`src/rtl/aes_spi_host.sv`:
```
// rtl/aes_spi_host.sv - SPI host that loads an AES peripheral with {plaintext,key} and reads back the result
// Optional build macro AES_SPI_HOST_TIMEOUT_EN bounds the wait for done by TIMEOUT_CYCLES.
module aes_spi_host #(
    parameter int CLK_DIV        = 2,
    parameter int TIMEOUT_CYCLES = 1024
) (
    input  logic         clk,
    input  logic         reset,
    input  logic         start,
    input  logic [127:0] key,
    input  logic [127:0] plaintext,
    output logic         ready,
    output logic         sck,
    output logic         sdi,
    input  logic         sdo,
    output logic         load,
    input  logic         done,
    output logic [127:0] cyphertext,
    output logic         valid,
    output logic         err
);
    typedef enum logic [2:0] {
        IDLE,
        LOAD_SETUP,
        SHIFT_IN,
        LOAD_DROP,
        WAIT_DONE,
        SHIFT_OUT,
        RESULT,
        ERROR
    } state_t;

    localparam logic [7:0] DIV_LAST = 8'(CLK_DIV - 1);

    state_t       state, state_n;
    logic [7:0]   div_cnt, div_cnt_n;
    logic [7:0]   bit_cnt, bit_cnt_n;
    logic         sck_q, sck_n;
    logic         load_q, load_n;
    logic [255:0] shreg, shreg_n;
    logic [127:0] ct_q, ct_n;
    logic         div_end;

    assign div_end = (div_cnt == DIV_LAST);

`ifdef AES_SPI_HOST_TIMEOUT_EN
    localparam int              TO_W    = $clog2(TIMEOUT_CYCLES + 1);
    localparam logic [TO_W-1:0] TO_LAST = TO_W'(TIMEOUT_CYCLES - 1);

    logic [TO_W-1:0] to_cnt, to_cnt_n;
    logic            to_expired;

    assign to_expired = (to_cnt == TO_LAST);
`endif

    // The outgoing frame shifts zeros in behind it, so shreg[255] reads 0 once the
    // frame is sent; readout then reuses the low half of the same register.
    always_comb begin
        state_n   = state;
        div_cnt_n = div_cnt;
        bit_cnt_n = bit_cnt;
        sck_n     = sck_q;
        load_n    = load_q;
        shreg_n   = shreg;
        ct_n      = ct_q;
`ifdef AES_SPI_HOST_TIMEOUT_EN
        to_cnt_n  = '0;
`endif
        case (state)
            IDLE: begin
                if (start) begin
                    state_n   = LOAD_SETUP;
                    shreg_n   = {plaintext, key};
                    load_n    = 1'b1;
                    sck_n     = 1'b0;
                    div_cnt_n = 8'd0;
                    bit_cnt_n = 8'd0;
                end
            end
            LOAD_SETUP: begin
                if (div_end) begin
                    sck_n     = 1'b1;
                    div_cnt_n = 8'd0;
                    state_n   = SHIFT_IN;
                end else begin
                    div_cnt_n = div_cnt + 8'd1;
                end
            end
            SHIFT_IN: begin
                if (!div_end) begin
                    div_cnt_n = div_cnt + 8'd1;
                end else begin
                    div_cnt_n = 8'd0;
                    if (!sck_q) begin
                        sck_n = 1'b1;
                    end else begin
                        sck_n   = 1'b0;
                        shreg_n = {shreg[254:0], 1'b0};
                        if (bit_cnt == 8'd255) begin
                            bit_cnt_n = 8'd0;
                            state_n   = LOAD_DROP;
                        end else begin
                            bit_cnt_n = bit_cnt + 8'd1;
                        end
                    end
                end
            end
            LOAD_DROP: begin
                if (div_end) begin
                    load_n    = 1'b0;
                    div_cnt_n = 8'd0;
                    state_n   = WAIT_DONE;
                end else begin
                    div_cnt_n = div_cnt + 8'd1;
                end
            end
            WAIT_DONE: begin
                if (done) begin
                    state_n   = SHIFT_OUT;
                    div_cnt_n = 8'd0;
                    bit_cnt_n = 8'd0;
                end
`ifdef AES_SPI_HOST_TIMEOUT_EN
                else if (to_expired) begin
                    state_n = ERROR;
                end else begin
                    to_cnt_n = to_cnt + 1'b1;
                end
`endif
            end
            SHIFT_OUT: begin
                // Readout starts with a low half-period; sdo is taken on each rise.
                if (!div_end) begin
                    div_cnt_n = div_cnt + 8'd1;
                end else begin
                    div_cnt_n = 8'd0;
                    if (!sck_q) begin
                        sck_n   = 1'b1;
                        shreg_n = {shreg[254:0], sdo};
                    end else begin
                        sck_n = 1'b0;
                        if (bit_cnt == 8'd127) begin
                            bit_cnt_n = 8'd0;
                            ct_n      = shreg[127:0];
                            state_n   = RESULT;
                        end else begin
                            bit_cnt_n = bit_cnt + 8'd1;
                        end
                    end
                end
            end
            RESULT:  state_n = IDLE;
            ERROR:   state_n = IDLE;
            default: state_n = IDLE;
        endcase
    end

    always_ff @(posedge clk) begin
        if (reset) begin
            state   <= IDLE;
            div_cnt <= 8'd0;
            bit_cnt <= 8'd0;
            sck_q   <= 1'b0;
            load_q  <= 1'b0;
            shreg   <= '0;
            ct_q    <= '0;
        end else begin
            state   <= state_n;
            div_cnt <= div_cnt_n;
            bit_cnt <= bit_cnt_n;
            sck_q   <= sck_n;
            load_q  <= load_n;
            shreg   <= shreg_n;
            ct_q    <= ct_n;
        end
    end

`ifdef AES_SPI_HOST_TIMEOUT_EN
    always_ff @(posedge clk) begin
        if (reset) begin
            to_cnt <= '0;
        end else begin
            to_cnt <= to_cnt_n;
        end
    end

    assign err = (state == ERROR);
`else
    // No timeout hardware: err is a constant low.
    assign err = 1'b0 & (TIMEOUT_CYCLES == 0);
`endif

    assign ready      = (state == IDLE);
    assign valid      = (state == RESULT);
    assign sck        = sck_q;
    assign load       = load_q;
    assign sdi        = shreg[255];
    assign cyphertext = ct_q;

endmodule

```
`config.mk`:
```
export PLATFORM = sky130hd
export DESIGN_NAME = aes_spi_host
export DESIGN_NICKNAME = d
export VERILOG_FILES = /design/src/rtl/aes_spi_host.sv
export SDC_FILE = /design/constraint.sdc
export NUM_CORES = 1
export LEC_CHECK = 0
export CAP_MARGIN = 20
export CORE_UTILIZATION = 45
export CTS_CLUSTER_DIAMETER = 40
export DETAILED_ROUTE_END_ITERATION = 6
export PLACE_DENSITY = 0.74
export SYNTH_ARGS = -nofsm -noshare
export SYNTH_HDL_FRONTEND = slang
export SYNTH_SLANG_ARGS = --single-unit
```
`constraint.sdc`:
```
create_clock -name clk -period 2.2 [get_ports clk]
set_input_delay 0.33 -clock clk [delete_from_list [all_inputs] [get_ports clk]]
set_output_delay 0.33 -clock clk [all_outputs]
set_load 0.1 [all_outputs]
```
==> impl_summary.txt <==
----------------------------------------------------
[Setup path]
  Worst Path Max Fanout ... 8
  Worst path required time ... 2660 ps
  Startpoint of the worst register-to-register path ... div_cnt[2]
  Arrival time of data at the critical path endpoint ... 2760 ps
  Element type at the critical path end ... flop
  Kind of critical path ... flop to flop
  Path depth of the worst reg2reg path ... 8
  Element type at the critical path start ... flop
  Internal reg-to-reg setup slack ... -100 ps
  Endpoint of the worst register-to-register path ... shreg[3]

[Synth]
  Library cell with the largest summed area after synthesis ... dfxtp_1
  Sequential fraction of the synthesis area ... 49.2%
  Net count after synthesis ... 2395
  Yosys top cell area share ... 49.2%
  Count of distinct cell types in the synthesized netlist ... 49
  Proportion of register bits with asynchronous set or reset after synthesis ... 0%
  Total of warnings raised by yosys ... 0
  Top post-synthesis cells by area ... dfxtp_1, nand2_1, a311oi_1, nor2_1, a21oi_1
  Avg Inst Size Synth ... 7.73 sq um
  Number of synthesized flops with an enable pin ... 0
  Cell area after synthesis ... 16500 sq um
  #FFs+latches synth ... 405
  Flip-flop cell with the highest count after synthesis ... dfxtp_1
  Post-synthesis cell count ... 2131

[Worst hold path]
  Min-delay worst type ... input pin to flop
  WHS Path Cells ... 2
  Hold worst-path end ... shreg[0]
  Worst Hold Launch ... reset

[Timing]
  Max frequency ... 435 MHz
  Unrepaired setup endpoints after global routing ... yes
  Setup Skew ... 19.9 ps
  Number of endpoints failing setup at the final stage ... 170
  Pins Over Slew Limit ... 0
  Endpoints failing hold ... 0
  Final critical path time including I/O delays and setup ... 2300 ps
  Measured slew at the worst slew-check pin ... 766 ps
  Slack of the critical path ... -100 ps
  Hold slack final ... 258 ps
  Final Cycle Share ... 105%
  Headroom to the max-slew limit ... 49.0%

[Die]
  Die Width ... 193 um
  Floorplan die height ... 193 um
  I/O pin count ... 395
  Total Die Area ... 37400 sq um
  Floorplan core area ... 35800 sq um
  Initial Util ... 46.0%
  Number of standard-cell rows in the floorplan ... 69

[Routing]
  Number of design rule violations left after detail routing ... 40
  Number of iterations in the first detailed-routing pass ... 7
  Avg Vias per Cell ... 5.63
  DRT Wirelength ... 52900 um
  Violation count after the first detailed-routing iteration ... 1383
  Antenna viol nets, final ... 0
  Total via count in the routed design ... 17000
  Routed wirelength normalized by instance count ... 17.5 um

[Finish]
  Layout cells sized above 1 ... 17.9%
  Area occupied by multi-input gates ... 8110 sq um
  Area Overhead vs Synth ... 45.7%
  Storage element area ... 8110 sq um
  # fillers ... 2823
  Total number of nets in the final design ... 2779

[GRT]
  Global-route wire length before repair ... 80600 um
  GRT Overall Usage ... 26.1%
  Global route overflow ... 0
  Maximum number of pins on one net before global-route repair ... 117
  Initial antenna violation count ... 1
  Number of global-route vias before repair ... 15900

[CTS]
  CTS tree ... yes
  Maximum buffer depth of the clock tree ... 3
  CTS clock-pin slew for the worst setup and hold paths ... 60 ps
  Count of hold-fix buffers inserted at cts ... 0
  Cts bufs inserted ... 54
  Clock latency reported for the late side of the worst-skew pair ... 590 ps
  Clock root buffer master ... clkbuf_16
  Number of H-tree branching levels ... 2
  Sink Count ... 405

[Power]
  Total power ... 26.5 mW
  Leak pwr ... 9.20 nW
  Peak VDD IR ... 0.000697 V
  Cell Pwr Density ... 1100 nW/um^2

[Placement]
  Detailed placement HPWL ... 32300 um
  Number of port buffers ... 393
  Final weighted congestion in routability-driven placement ... 0.873

[Job]
  Max-Cap Viols ... 0

[Outcome]
  Run status ... finished with violations
  Failing checks ... DRC, setup timing

----------------------------------------------------
[worst max-delay path: stages, from the launching register on]
cell,delay (ps)
dfxtp_2,320
or4_4,520
or3_4,360
o21ai_4,170
buf_6,160
buf_16,160
clkbuf_16,180
nor2_2,50
a311oi_1,270
[final cells by class]
class | instances | area share [%]
clock inverter | 30 | 1.14
antenna | 1 | 0.0104
tap | 461 | 2.40
clock buffer | 67 | 6.17
sequential | 405 | 33.8
timing repair buffer | 518 | 22.7
multi-input combinational | 1534 | 33.8
inverter | 2 | 0.0313
[through the flow]
| stage | TNS, ps | utilization [%] | instances | area (sq um) | setup slack (ps) |
|---|---|---|---|---|---|
| floorplan | -7050 | - | 2131 | 16600 | -32.3 |
| global placement | -9250 | 58.2 | 2873 | 20800 | -90.0 |
| detailed placement | -23300 | 58.2 | 2873 | 20800 | -177 |
| CTS | -11350 | 64.7 | 2998 | 23200 | -105 |
| global route | -35890 | 67.0 | 3018 | 24000 | -184 |
| finish | -5210 | 67.0 | 3018 | 24000 | -100 |
[state kept, by name, indices dropped and copies added, names as in the netlist]
name and count:
bit_cnt 8, cyphertext 128, div_cnt 8, load 1
sck 1, shreg 256, state 3
[cell usage in the layout (no fill, tap or decap), drive strengths merged, types with 4 or more instances in the layout]
master         instances
a21oi                139
a311oi               255
a31oi                  4
buf                  248
clkbuf                75
clkdlybuf4s50        259
clkinv                14
clkinvlp               6
dfxtp                405
inv                   10
nand2                778
nand2b                 4
nand3                  8
nand4                  7
nor2                 274
o21ai                 10
or3                    4
xor2                   6
[repair_timing]
action	CTS	global route
pin swaps	71	57
gates cloned	8	8
resized for setup	53	124
setup endpoints to repair	264	387
setup buffers	22	12
[power by group]
part / internal, mW / switching [mW] / total (mW) / leakage, nW
registers: 8.67 / 1.02 / 9.69 / 3.32
clock network: 5.06 / 3.39 / 8.45 / 0.852
logic: 3.84 / 4.51 / 8.35 / 5.02
[per-layer routing]
metal / GRT usage (%) / wire length (um)
met5: 0 / 0
met4: 13.0 / 2270
met3: 4.95 / 4240
met2: 42.6 / 24600
met1: 33.2 / 21700
[kinds of logic after synthesis]
| logic type | Yosys count | synth area share [%] |
|---|---|---|
| buffers and inverters | 192 | 5.20 |
| muxes | 3 | 0.190 |
| xor gates and xnor gates | 7 | 0.372 |
| adders and majority gates | 3 | 0.228 |
| AOI/OAI and AO/OA | 423 | 19.0 |
| DFF | 405 | 49.2 |
| and+or+nand+nor | 1097 | 25.7 |
| other | 1 | 0.0228 |
[worst max path at each step]
stage,slack [ps],endpoint,cells after the start,startpoint
final,-100,shreg[3],8,div_cnt[2]
after global routing,-180,shreg[243],8,div_cnt[2]
after CTS,-110,shreg[5],9,div_cnt[2]
after detailed placement,-180,shreg[216],7,div_cnt[7]
after global placement,-90,state[0],6,div_cnt[7]
after floorplan,-30,shreg[100],8,state[2]
[cell usage after synthesis, types with 2 or more instances]
cell type and instances:
mux2i_1 2, a21oi_1 139, a31oi_1 4, nand3b_1 3, xor2_1 6, inv_1 2, a211oi_1 2, a311oi_1 255
buf_4 27, or3_1 4, and3_1 3, o21ai_0 7, or4_1 3, buf_2 28, nand2b_1 4, nand4_1 7
o21ai_1 2, dfxtp_1 405, ha_1 3, nor3_1 3, nor2_1 274, nor2b_1 3, clkbuf_1 135, nand3_1 8
nand2_1 778
(Power assumes the default switching activity.)
